**src/rtl/fmac_arbiter.sv**
```systemverilog
// Round-robin arbiter sharing one combinational fmac, with multicycle operand hold and result register.
// Optional sticky exception flags are built when FMAC_ARB_STICKY_FLAGS_EN is defined.
module fmac_arbiter #(
  parameter int C_NUM_REQ     = 2,
  parameter int C_ID_WIDTH    = 3,
  parameter int C_FMAC_CYCLES = 2,
  parameter int C_RM          = 2
) (
  input  logic                      Clk_CI,
  input  logic                      Rst_RI,
  input  logic [C_NUM_REQ-1:0]      Req_Valid_SI,
  output logic [C_NUM_REQ-1:0]      Req_Ready_SO,
  input  logic [32*C_NUM_REQ-1:0]   Req_Operand_a_DI,
  input  logic [32*C_NUM_REQ-1:0]   Req_Operand_b_DI,
  input  logic [32*C_NUM_REQ-1:0]   Req_Operand_c_DI,
  input  logic [C_RM*C_NUM_REQ-1:0] Req_RM_DI,
  output logic [31:0]               Fmac_Operand_a_DO,
  output logic [31:0]               Fmac_Operand_b_DO,
  output logic [31:0]               Fmac_Operand_c_DO,
  output logic [C_RM-1:0]           Fmac_RM_SO,
  input  logic [31:0]               Fmac_Result_DI,
  input  logic                      Fmac_OF_SI,
  input  logic                      Fmac_UF_SI,
  input  logic                      Fmac_NX_SI,
  output logic                      Out_Valid_SO,
  input  logic                      Out_Ready_SI,
  output logic [31:0]               Out_Result_DO,
  output logic [2:0]                Out_Flags_DO,
  output logic [C_ID_WIDTH-1:0]     Out_Id_DO,
  output logic                      Busy_SO
`ifdef FMAC_ARB_STICKY_FLAGS_EN
  ,
  input  logic                      Flags_Clr_SI,
  output logic [2:0]                Sticky_Flags_DO
`endif
);

  typedef enum logic [1:0] {
    IDLE = 2'd0,
    EXEC = 2'd1,
    HOLD = 2'd2
  } state_t;

  state_t                state_r;
  logic [C_ID_WIDTH-1:0] ptr_r;
  logic [C_ID_WIDTH-1:0] id_r;
  logic [2:0]            cnt_r;

  logic                  found_s;
  logic [C_ID_WIDTH-1:0] winner_s;
  logic [C_ID_WIDTH-1:0] ptr_next_s;
  logic                  window_s;
  logic                  accept_s;
  logic                  capture_s;
  logic [C_NUM_REQ-1:0]  ready_s;
  logic [31:0]           sel_a_s;
  logic [31:0]           sel_b_s;
  logic [31:0]           sel_c_s;
  logic [C_RM-1:0]       sel_rm_s;
  logic [2:0]            flags_s;

  // Round-robin search: requesters at or above the pointer first, then wrap to the lower ones.
  always_comb begin
    found_s  = 1'b0;
    winner_s = '0;
    for (int i = 0; i < C_NUM_REQ; i++) begin
      if (!found_s && Req_Valid_SI[i] && (i >= int'(ptr_r))) begin
        found_s  = 1'b1;
        winner_s = C_ID_WIDTH'(i);
      end else begin
        found_s  = found_s;
      end
    end
    for (int i = 0; i < C_NUM_REQ; i++) begin
      if (!found_s && Req_Valid_SI[i] && (i < int'(ptr_r))) begin
        found_s  = 1'b1;
        winner_s = C_ID_WIDTH'(i);
      end else begin
        found_s  = found_s;
      end
    end
  end

  // Accept window, one-hot grant and operand selection of the winner.
  always_comb begin
    window_s = (state_r == IDLE) || ((state_r == HOLD) && Out_Ready_SI);
    accept_s = window_s && found_s && !Rst_RI;
    ready_s  = '0;
    sel_a_s  = 32'h0000_0000;
    sel_b_s  = 32'h0000_0000;
    sel_c_s  = 32'h0000_0000;
    sel_rm_s = '0;
    for (int i = 0; i < C_NUM_REQ; i++) begin
      if (winner_s == C_ID_WIDTH'(i)) begin
        ready_s[i] = accept_s;
        sel_a_s    = Req_Operand_a_DI[32*i +: 32];
        sel_b_s    = Req_Operand_b_DI[32*i +: 32];
        sel_c_s    = Req_Operand_c_DI[32*i +: 32];
        sel_rm_s   = Req_RM_DI[C_RM*i +: C_RM];
      end else begin
        ready_s[i] = 1'b0;
      end
    end
    if (winner_s == C_ID_WIDTH'(C_NUM_REQ-1)) begin
      ptr_next_s = '0;
    end else begin
      ptr_next_s = winner_s + C_ID_WIDTH'(1);
    end
  end

  assign Req_Ready_SO = ready_s;
  assign Busy_SO      = (state_r != IDLE);
  assign capture_s    = (state_r == EXEC) && (cnt_r == 3'd0);
  assign flags_s      = {Fmac_OF_SI, Fmac_UF_SI, Fmac_NX_SI};

  // Control FSM with operand, result and id registers.
  always_ff @(posedge Clk_CI or posedge Rst_RI) begin
    if (Rst_RI) begin
      state_r           <= IDLE;
      ptr_r             <= '0;
      id_r              <= '0;
      cnt_r             <= 3'd0;
      Fmac_Operand_a_DO <= 32'h0000_0000;
      Fmac_Operand_b_DO <= 32'h0000_0000;
      Fmac_Operand_c_DO <= 32'h0000_0000;
      Fmac_RM_SO        <= '0;
      Out_Valid_SO      <= 1'b0;
      Out_Result_DO     <= 32'h0000_0000;
      Out_Flags_DO      <= 3'b000;
      Out_Id_DO         <= '0;
    end else begin
      // Operands only move on an accept, keeping the fmac inputs frozen for the multicycle window.
      if (accept_s) begin
        Fmac_Operand_a_DO <= sel_a_s;
        Fmac_Operand_b_DO <= sel_b_s;
        Fmac_Operand_c_DO <= sel_c_s;
        Fmac_RM_SO        <= sel_rm_s;
        id_r              <= winner_s;
        ptr_r             <= ptr_next_s;
        cnt_r             <= 3'(C_FMAC_CYCLES - 1);
      end
      case (state_r)
        IDLE: begin
          state_r <= accept_s ? EXEC : IDLE;
        end
        EXEC: begin
          if (capture_s) begin
            Out_Result_DO <= Fmac_Result_DI;
            Out_Flags_DO  <= flags_s;
            Out_Id_DO     <= id_r;
            Out_Valid_SO  <= 1'b1;
            state_r       <= HOLD;
          end else begin
            cnt_r <= cnt_r - 3'd1;
          end
        end
        HOLD: begin
          if (Out_Ready_SI) begin
            Out_Valid_SO <= 1'b0;
            state_r      <= accept_s ? EXEC : IDLE;
          end else begin
            state_r <= HOLD;
          end
        end
        default: begin
          Out_Valid_SO <= 1'b0;
          state_r      <= IDLE;
        end
      endcase
    end
  end

`ifdef FMAC_ARB_STICKY_FLAGS_EN
  // Sticky flags: a coincident clear wipes the old value before the new flags are OR-ed in.
  always_ff @(posedge Clk_CI or posedge Rst_RI) begin
    if (Rst_RI) begin
      Sticky_Flags_DO <= 3'b000;
    end else if (capture_s) begin
      Sticky_Flags_DO <= (Flags_Clr_SI ? 3'b000 : Sticky_Flags_DO) | flags_s;
    end else if (Flags_Clr_SI) begin
      Sticky_Flags_DO <= 3'b000;
    end else begin
      Sticky_Flags_DO <= Sticky_Flags_DO;
    end
  end
`endif

endmodule

```
**config.mk**
```make
export PLATFORM = sky130hd
export DESIGN_NAME = fmac_arbiter
export DESIGN_NICKNAME = d
export VERILOG_FILES = /design/src/rtl/fmac_arbiter.sv
export SDC_FILE = /design/constraint.sdc
export NUM_CORES = 1
export LEC_CHECK = 0
export ABC_CLOCK_PERIOD_IN_PS = 11490
export CORE_AREA = 2 2 148 150
export CTS_CLUSTER_SIZE = 8
export DETAILED_ROUTE_END_ITERATION = 7
export DIE_AREA = 0 0 150 152
export DONT_BUFFER_PORTS = 1
export PLACE_DENSITY = 0.54
export REMOVE_ABC_BUFFERS = 1
export SLEW_MARGIN = 20
export SYNTH_ARGS = -nofsm -noshare
export SYNTH_HDL_FRONTEND = slang
export SYNTH_SLANG_ARGS = --single-unit
```
**constraint.sdc**
```tcl
create_clock -name Clk_CI -period 11.49 [get_ports Clk_CI]
set_input_delay 2.8725 -clock Clk_CI [delete_from_list [all_inputs] [get_ports Clk_CI]]
set_output_delay 2.8725 -clock Clk_CI [all_outputs]
set_load 0.1 [all_outputs]
```
# Word-level counts from Yosys, hierarchy flattened
# Index checks and enable logic that the tools add are counted.
[word_totals] ff_bits=148 latchBits=0 ram_bits=0 rom_bits=0 input_bits=236 out_inout_bits=140 elab_cells=74 mem_count=0
[classes] addsub=2 n_mul=0 div=0 order_cmp=4 eq_ne=5 n_shift=0 muxes=28 bitwise=1 reduce_logical=22
[ops] operator="$mux 32" n=6
[ops] operator="$mux 3" n=6
[ops] operator="$logic_and 1x1->1" n=11
[ops] operator="$mux 1" n=10
[ops] operator="$mux 2" n=4
[ops] operator="$ge 1x3->1 const A" n=2
[ops] operator="$logic_not 3->1" n=2
[ops] operator="$lt 1x3->1 const A" n=2
[ops] operator="$pmux 2 s3" n=1
[ops] operator="$logic_not 1->1" n=4
[ops] operator="$ne 2x2->1 const B" n=2
[ops] operator="$add 3x1->3 const B" n=1
[ops] operator="$eq 3x1->1 const B" n=1
[ops] operator="$pmux 1 s3" n=1
[ops] operator="$reduce_and 3->1" n=1
[ops] operator="$sub 3x1->3 const B" n=1
[ops] operator="$eq 2x1->1 const B" n=1
[ops] operator="$eq 2x2->1 const B" n=1
[ops] operator="$logic_not 2->1" n=1
[ops] operator="$reduce_and 2->1" n=1
[ops] operator="$reduce_bool 2->1" n=1
[ops] operator="$logic_or 1x1->1" n=1
[ops] operator="$not 1->1" n=1

# Longest topological paths before layout
# Gate-level depths: netlist of the first run.
[logic_depth] word_depth=20 ltp_mapped=6 ltp_nobuf=5

# Worst setup path before layout of the first run
# Ideal clock, no wire load.
[synth_path] path_kind="input-to-output" start="in Req_Valid_SI[1]" end="out Req_Ready_SO[0]" arrival_ns=4.863 required_time_ns=8.618 setup_slack_ns=3.754 stages=6 n_path_buf=3 path_cell_list="buf_6 > or2_4 > buf_6 > clkbuf_1 > nand3_1 > nor2_1"
[synth_between] elab_chain_len=14 word_cells_on_any_way=18 cone_classes="mux (7); reduce/logical (11)"
[synth_rtl] item="start: declaration" line="11" text="input logic [C_NUM_REQ-1:0] Req_Valid_SI,"
[synth_rtl] item="$logic_and 1x1->1 (2 in a row)" line="67" text="if (!found_s && Req_Valid_SI[i] && (i >= int'(ptr_r))) begin"
[synth_rtl] item="$mux 1" line="67"
[synth_rtl] item="$logic_not 1->1" line="75" text="if (!found_s && Req_Valid_SI[i] && (i < int'(ptr_r))) begin"
[synth_rtl] item="$logic_and 1x1->1 (2 in a row)" line="75"
[synth_rtl] item="$mux 1" line="75"
[synth_rtl] item="$logic_not 1->1" line="75"
[synth_rtl] item="$logic_and 1x1->1 (2 in a row)" line="75"
[synth_rtl] item="$mux 1" line="75"
[synth_rtl] item="$logic_and 1x1->1 (2 in a row)" line="87" text="accept_s = window_s && found_s && !Rst_RI;"
[synth_rtl] item="$mux 1 (*)" line="94" text="if (winner_s == C_ID_WIDTH'(i)) begin"
[synth_rtl] item="end: declaration" line="12" text="output logic [C_NUM_REQ-1:0] Req_Ready_SO,"
# Mark *: on every way between the ends. The rest lies on a longest branch, timed or not.

# Final worst setup path of the first run
[layout_path] start="in Req_Valid_SI[1]" end="out Req_Ready_SO[1]"
[layout_between] elab_chain_len=14 word_cells_on_any_way=18 cone_classes="eq/ne (1); mux (7); reduce/logical (10)"
[layout_rtl] item="parallel branches: the longest is 13 deep, another holds $mux 3"
[layout_rtl] item="$mux 1 (*)" line="94"
# Every way passes the cells marked *.

==> impl_metrics.toml, run 1 <==
[route]
routed_wl_um = 21500
wl_per_cell_um = 23.1
drc_errors = 0
ant_nets = 0
vias = 5786
dr.pass1.iters = 6
vias_per_cell = 6.21
drtIter0Drc = 403

[sta]
tns_ns = 0
max_freq_mhz = 125
rsz0062_at_grt = "false"
worst_slack_ns = 3.47
period_share_pct = 69.8
post-route-min-period_ns = 8.02
relSlewSlack_pct = 25.8
fin_skew_ns = 0.0119
tightest_slew_ns = 1.11
slew_viol_final = 0
hold_viol_final = 0
setup_viol = 0

[setup_path]
rr_startpoint = "state_r[0]$_DFFE_PP0N_"
crit_start = "Req_Valid_SI[1]"
crit_path_end = "Req_Ready_SO[1]"
required_ns = 8.62
cp_top_family = "simple AND/OR/NAND/NOR gates"
crit_path_top_delay_cell = "nor2_2"
r2r-end = "ptr_r[0]$_DFFE_PP0P_"
cp.depth = 4
crit_buf_inv = 1
worstPathMaxFanout = 101
path_cells = "or2_4, buf_4, nand3_1, nor2_2"
cp-start-kind = "primary input"
rrSetupSlack_ns = 8.96
endpoint_kind = "output pin"
crit_type = "in -> out"
arrival_ns = 5.15
max_stage_delay_ns = 0.94
r2r_cells = 5

[global_routing]
grt_max_degree = 115
grt_pass1_vias = 5735
grt_util_met2_pct = 30.4
grt.met1_usage_pct = 22.1
gr-usage-met3_pct = 4.59
gr-usage-all-layers_pct = 18.1
grt_pass1_wl_um = 32500
antenna_found_initial = 0
busiest_layer = "met2"
grt-ovfl-total = 0

[clock_tree]
ctsLongestPathBuffers = 2
path_clk_slew_ns = 0.06
cts_tree = "yes"
cts.sinks = 142
cts-root-buf = "clkbuf_16"
cts_inserted_buffers = 17
cts_resized = 0
htreeDepth = 4
hold_buffers = 0
cts_setup_buffers = 0
clk_latency_ns = 0.41

[finish]
diodes = 0
postLayoutCellArea_um2 = 7720
synthToLayoutAreaGrowth_pct = 8.24
drive_gt1_share_pct = 13.2
fill_cells = 2167
nets = 877

[die]
initial_utilization_pct = 33.4
die_w_um = 150
pin_count = 376
row_count = 54
die-area_um2 = 22800
die_h_um = 152
core_um2 = 21400

[place]
hpwl_um = 13900
routabilityCongestion = 0.748
placement.cell_area_um2 = 7110
dpl_worst_slack_ns = 3.45
numPortBuffers = 0

[synthesis]
synth_top_area_share_pct = 49.8
synthArstFlopShare_pct = 100
yosys-top-cells-count = "a31oi_1, dfrtp_1, o21ai_0"
seq_area_frac_synth_pct = 49.8
synth_area_leaders = "dfrtp_1, a31oi_1, nand3b_1"
syn-cell-area_um2 = 7130
ys_types = 31
synth_edf_count = 0
ys.flop_type = "dfrtp_1"
yosysMostFrequentCell = "a31oi_1"
syn_avg_cell_area_um2 = 10.2
yosysWarnings = 0
postSynthCellCount = 702
synth-seq-cells = 142
netlist.top_cell.by_area = "dfrtp_1"

[run_status]
outcome = "finished clean"

[flow_run]
cap_violations = 0

[hold_path]
hold_path_class = "reg -> reg"
registers in the layout, indices dropped and copies added (netlist names):
name / cells
Fmac_Operand_a_DO: 32
Fmac_RM_SO: 2
id_r: 1
cnt_r: 3
Fmac_Operand_c_DO: 32
Fmac_Operand_b_DO: 32
Out_Result_DO: 32
Out_Valid_SO: 1
state_r: 2
Out_Id_DO: 1
Out_Flags_DO: 3
ptr_r: 1
layout make-up:
cell class	count	area (µm²)	share of cell area (%)
clock buffers	19	443	5.74
clock inverters	13	140	1.81
inverters	5	23.8	0.308
multi-input cells	464	3120	40.4
flip-flops and latches	142	3550	46.0
well taps	280	350	4.54
repair buffers	9	87.6	1.13
stage by stage:
| step | hold slack [ns] | utilization [%] | cells |
|---|---|---|---|
| 6_report | 0.535 | 36.2 | 932 |
| 3_3_place_gp | 0.512 | 33.3 | 899 |
| 3_5_place_dp | 0.524 | 33.3 | 899 |
| 4_1_cts | 0.538 | 36.0 | 931 |
| 5_1_grt | 0.560 | 36.2 | 932 |
| 2_1_floorplan | 0.476 | - | 611 |
worst min-delay path by stage:
stage                              startpoint                        to  depth (start not counted)
after global placement    id_r[0]$_DFFE_PP0P_       id_r[0]$_DFFE_PP0P_                          1
final                     id_r[0]$_DFFE_PP0P_       id_r[0]$_DFFE_PP0P_                          1
after global routing      id_r[0]$_DFFE_PP0P_  Out_Id_DO[0]$_DFFE_PP0P_                          1
after floorplan           id_r[0]$_DFFE_PP0P_       id_r[0]$_DFFE_PP0P_                          1
after CTS                 id_r[0]$_DFFE_PP0P_       id_r[0]$_DFFE_PP0P_                          1
after detailed placement  id_r[0]$_DFFE_PP0P_       id_r[0]$_DFFE_PP0P_                          1
metal layers:
metal / wire (µm) / up-vias / part of all wire, %
met5: 0 / - / 0
met4: 501 / 0 / 2.3
met2: 10800 / 352 / 50
met3: 1980 / 32 / 9.2
li1: - / 2552 / -
met1: 8220 / 2850 / 38
cell usage in the layout, fill, tap and decap left out:
cell type	synthesis	layout
clkbuf_1	64	1
or2_2	1	1
nand2b_4	0	1
nand3_1	1	1
a21oi_1	2	2
a31oi_1	196	196
ha_1	2	2
nor2_1	5	2
a21o_1	1	1
clkinv_2	0	3
nor2_2	0	2
nand3b_1	98	98
nor2b_1	3	2
o22ai_1	2	2
or2_4	1	1
inv_6	0	3
a32oi_1	1	1
clkbuf_16	0	17
dfrtp_1	142	142
inv_2	1	1
nand2b_1	4	3
conb_1	1	2
mux2_4	1	1
nor3_1	1	1
nand2_1	3	3
xnor2_1	1	1
bufinv_16	0	2
o21ai_0	100	100
nor2_4	1	2
and3_4	1	1
clkbuf_8	0	1
clkinvlp_4	0	4
nor2b_4	0	1
mux2_1	3	3
buf_4	7	8
inv_1	4	3
clkinv_4	0	2
mux2_2	34	34
buf_16	0	1
kinds of logic (layout without fill, tap and decap cells):
kind of cell | after synthesis | count (layout) | share of synthesized area, %
flip-flops | 142 | 142 | 49.8
AO/OA/AOI/OAI | 302 | 302 | 24.8
buffers and inverters | 97 | 46 | 6.84
XOR/XNOR | 1 | 1 | 0.123
other | 1 | 2 | 0.0526
AND/OR/NAND/NOR | 119 | 119 | 12.0
adder cells (fa/ha/maj) | 2 | 2 | 0.351
multiplexers | 38 | 38 | 6.05
Power of run 1 is left out: the tool's default activity adds up to more than one toggle a clock period on the data nets, which glitch-free logic cannot reach.
==> run 2: changes to the inputs <==
Settings changed: ABC_CLOCK_PERIOD_IN_PS 11490 to 6500, PLACE_DENSITY 0.54 to 0.55.
Clock period 11.49 ns to 6.5 ns, I/O delays scaled along.
==> impl_metrics.toml, run 2 (synthesis results as in run 1) <==
[run_status]
outcome = "finished clean"

[global_routing]
grt_pass1_vias = 5765
grt_pass1_wl_um = 32100
grt_max_degree = 114
busiest_layer = "met2"
gr-usage-all-layers_pct = 17.7
grt.met1_usage_pct = 20.6
antenna_found_initial = 0
grt-ovfl-total = 0
grt_util_met2_pct = 30.4
gr-usage-met3_pct = 5.50

[clock_tree]
cts_resized = 0
path_clk_slew_ns = 0.06
cts_tree = "yes"
htreeDepth = 4
hold_buffers = 0
cts_inserted_buffers = 17
clk_latency_ns = 0.42
cts-root-buf = "clkbuf_16"
cts.sinks = 142
ctsLongestPathBuffers = 2
cts_setup_buffers = 0

[setup_path]
rrSetupSlack_ns = 4.07
worstPathMaxFanout = 44
crit_start = "Rst_RI"
crit_path_top_delay_cell = "buf_4"
max_stage_delay_ns = 0.42
crit_buf_inv = 2
path_cells = "nor2_4, buf_4, nand3_1, nor2_2, buf_4"
cp.depth = 5
arrival_ns = 2.80
cp-start-kind = "primary input"
r2r-end = "ptr_r[0]$_DFFE_PP0P_"
crit_path_end = "Req_Ready_SO[1]"
crit_type = "in -> out"
required_ns = 4.88
endpoint_kind = "output pin"
cp_top_family = "buffers and inverters"
r2r_cells = 5
crit_path_frequent_cell = "buf_4"
rr_startpoint = "state_r[0]$_DFFE_PP0N_"

[sta]
period_share_pct = 68.0
slew_viol_final = 0
tightest_slew_ns = 1.14
relSlewSlack_pct = 24.2
rsz0062_at_grt = "false"
hold_viol_final = 0
setup_viol = 0
worst_slack_ns = 2.08
fin_skew_ns = 0.0140
max_freq_mhz = 226
post-route-min-period_ns = 4.42

[route]
dr.pass1.iters = 5
wl_per_cell_um = 22.7
drtIter0Drc = 527
vias = 5756
drc_errors = 0
ant_nets = 0
routed_wl_um = 21100
vias_per_cell = 6.17

[die]
pin_count = 376
die_h_um = 152
die-area_um2 = 22800
core_um2 = 21400
die_w_um = 150
row_count = 54
initial_utilization_pct = 33.4

[finish]
nets = 879
layout_common_cells = "a31oi_1, dfrtp_1, o21ai_0"
postLayoutCellArea_um2 = 7780
diodes = 0
mostFrequentLayoutCell = "a31oi_1"
finalNonFillerCells = 933
drive_gt1_share_pct = 13.5
synthToLayoutAreaGrowth_pct = 9.07

[place]
dp.cells = 901
numPortBuffers = 0
placement.cell_area_um2 = 7130
dpl_worst_slack_ns = 2.08
routabilityCongestion = 0.824
hpwl_um = 13800

[hold_path]
hold_path_class = "reg -> reg"

[flow_run]
cap_violations = 0
==> run 2: cell count changes in the layout (fill, tap and decap cells not counted), sizes merged <==
cell / change
bufinv: +2
clkbuf: -1
buf: +2
clkinv: -1
clkinvlp: -1
==> run 2: how the worst min path moves through the flow <==
stage	startpoint	end	slack, ns	cells past startpoint
2_1_floorplan	id_r[0]$_DFFE_PP0P_	id_r[0]$_DFFE_PP0P_	0.48	1
3_5_place_dp	id_r[0]$_DFFE_PP0P_	id_r[0]$_DFFE_PP0P_	0.51	1
5_1_grt	id_r[0]$_DFFE_PP0P_	id_r[0]$_DFFE_PP0P_	0.55	1
6_report	id_r[0]$_DFFE_PP0P_	id_r[0]$_DFFE_PP0P_	0.52	1
3_3_place_gp	id_r[0]$_DFFE_PP0P_	id_r[0]$_DFFE_PP0P_	0.52	1
4_1_cts	id_r[0]$_DFFE_PP0P_	id_r[0]$_DFFE_PP0P_	0.53	1
==> run 2: layout make-up <==
class	instances	area [µm²]
inverters	5	23.8
repair buffers	11	103
clock inverters	13	188
multi-input cells	464	3120
flip-flops and latches	142	3550
fillers	2137	13600
well taps	280	350
clock buffers	18	439
==> run 2: stage by stage <==
stage	util [%]	setup TNS (ns)	hold slack, ns
floorplan	-	-4.11	0.476
CTS	36.3	0	0.529
global placement	33.4	0	0.516
finish	36.4	0	0.517
detailed placement	33.4	0	0.515
global route	36.4	0	0.553
==> run 2: per-layer routing <==
metal | up-vias | share of wire, %
met3 | 35 | 11
li1 | 2559 | -
met5 | - | 0
met4 | 0 | 2.6
met2 | 395 | 50
met1 | 2767 | 37
Power of run 2 is left out for the same reason.
==> variant: new RTL, flow settings as in run 1 <==
`C_RM`: 2 -> 1.
--- a/src/rtl/fmac_arbiter.sv
+++ b/src/rtl/fmac_arbiter.sv
@@ -4,7 +4,7 @@
   parameter int C_NUM_REQ     = 2,
   parameter int C_ID_WIDTH    = 3,
   parameter int C_FMAC_CYCLES = 2,
-  parameter int C_RM          = 2
+  parameter int C_RM          = 1
 ) (
   input  logic                      Clk_CI,
   input  logic                      Rst_RI,
Interface: changed (resized Fmac_RM_SO and Req_RM_DI); port bits go from 376 to 373. The function was not compared with the original's and may differ.
==> variant against run 1 <==
  * Sequential cell count decreased by 1
  * Hold slack got worse by 0.012 ns
  * Setup slack improved by 0.22 ns
  * Area after synthesis decreased by 0.23%
  * Final area about the same
  * Non-clock buffer count decreased by 1
  * Register-to-register slack got worse by 0.11 ns
  * Clock skew decreased by 0.0037 ns
  * Routed wire length increased by 2.4%
  * Largest cell class unchanged
  * Highest routed layer unchanged
Power is left out: the tool's default activity adds up to more than one toggle a clock period on the data nets, which glitch-free logic cannot reach.
==> variant: results <==
set metrics [dict create \
    critical_path.startpoint "Req_Valid_SI[0]" \
    met2_length_mm 11.2 \
    postSynth.asyncResetShare_pct 100 \
    track_usage_pct 18.5 \
    cts_setup_buffers 0 \
    synth_common_cells "a31oi_1, dfrtp_1, o21ai_0" \
    synth_warnings 0 \
    drive_gt1_share_pct 14.7 \
    top_layer_used "met4" \
    dpl.hpwl_mm 14.7 \
    min_from "id_r[0]$_DFFE_PP0P_" \
    max_stage_delay_ns 0.83 \
    cts-buffers-inserted 17 \
    io_buffers 0 \
    fin_skew_ns 0.00821 \
    rrSetupSlack_ns 8.85 \
    critPathCapture "Req_Ready_SO[1]" \
    seq_area_frac_synth_pct 49.6 \
    worstPathMaxFanout 121 \
    yosys.cell_types.count 34 \
    dr_wl_met3_mm 2.23 \
    ys_top_cells_by_area "dfrtp_1, a31oi_1, nand3b_1, o21ai_0, mux2_2" \
    worstMarginPinSlew_ns 1.07 \
    clkTransAtPathRegs_ns 0.06 \
    htree_levels 4 \
    drt-wirelength-per-cell_um 23.8 \
    cp.arrival_ns 4.92 \
    grt_pass1_wl_mm 33.3 \
    fin_nets 869 \
    min_path_type "reg2reg" \
    grt_pass1_vias 5778 \
    cts_buffer_depth 2 \
    ctsResizeCount 0 \
    r2r_cells 4 \
    gr-usage-met1_pct 21.8 \
    antenna_found_initial 0 \
    finalMaxSlewViolations 0 \
    met1Wirelength_mm 8.16 \
    gp_congestion 0.820 \
    drtIter0Drc 459 \
    grt_max_degree 122 \
    grtUsageMet2_pct 31.4 \
    clockRootBuffer "clkbuf_16" \
    clock_latency_ns 0.42 \
    first_pass_iters 6 \
    status "finished clean" \
    antenna_cells 0 \
    cp_slowest_cell "nor2_2" \
    routed_via_density 6.22 \
    r2r_start "ptr_r[0]$_DFFE_PP0P_" \
    met3_usage_pct 5.68 \
    worstReg2RegEnd "Fmac_Operand_a_DO[27]$_DFFE_PP0P_" \
]
## variant: layout make-up
| type | instances | area [µm²] |
|---|---|---|
| Multi-Input combinational cell | 460 | 3150 |
| Clock inverter | 14 | 163 |
| Tap cell | 280 | 350 |
| Sequential cell | 141 | 3530 |
| Timing Repair Buffer | 8 | 80.1 |
| Fill cell | 2149 | 13600 |
| Clock buffer | 18 | 429 |
| Inverter | 5 | 23.8 |
## variant: per-stage QoR
step / cells / worst slack, ns
2_1_floorplan: 606 / 2.22
3_3_place_gp: 893 / 3.82
3_5_place_dp: 893 / 3.76
4_1_cts: 925 / 3.77
5_1_grt: 926 / 3.64
6_report: 926 / 3.69
## variant: how the worst min path moves through the flow
stage          cells past startpoint                    to  slack [ns]
2_1_floorplan                      1  ptr_r[0]$_DFFE_PP0P_        0.47
3_3_place_gp                       1  ptr_r[0]$_DFFE_PP0P_        0.50
3_5_place_dp                       1  ptr_r[0]$_DFFE_PP0P_        0.50
4_1_cts                            1   id_r[0]$_DFFE_PP0P_        0.53
5_1_grt                            1   id_r[0]$_DFFE_PP0P_        0.54
6_report                           1   id_r[0]$_DFFE_PP0P_        0.52
## variant: cell families (layout without fill, tap and decap cells)
kind of cell,Yosys count,count (layout),synth area share (%)
DFF,141,141,49.6
and+or+nand+nor,118,118,12.0
muxes,38,38,6.12
adders and majority gates,2,2,0.352
buffers and inverters,95,45,6.47
xor gates and xnor gates,1,1,0.123
AOI/OAI and AO/OA,299,299,25.4
other,1,2,0.0527
## variant: worst max-delay path: cells and delay by family
family / cells / cell delay, ns
buf+inv: 1 / 0.45
simple gates: 3 / 1.46
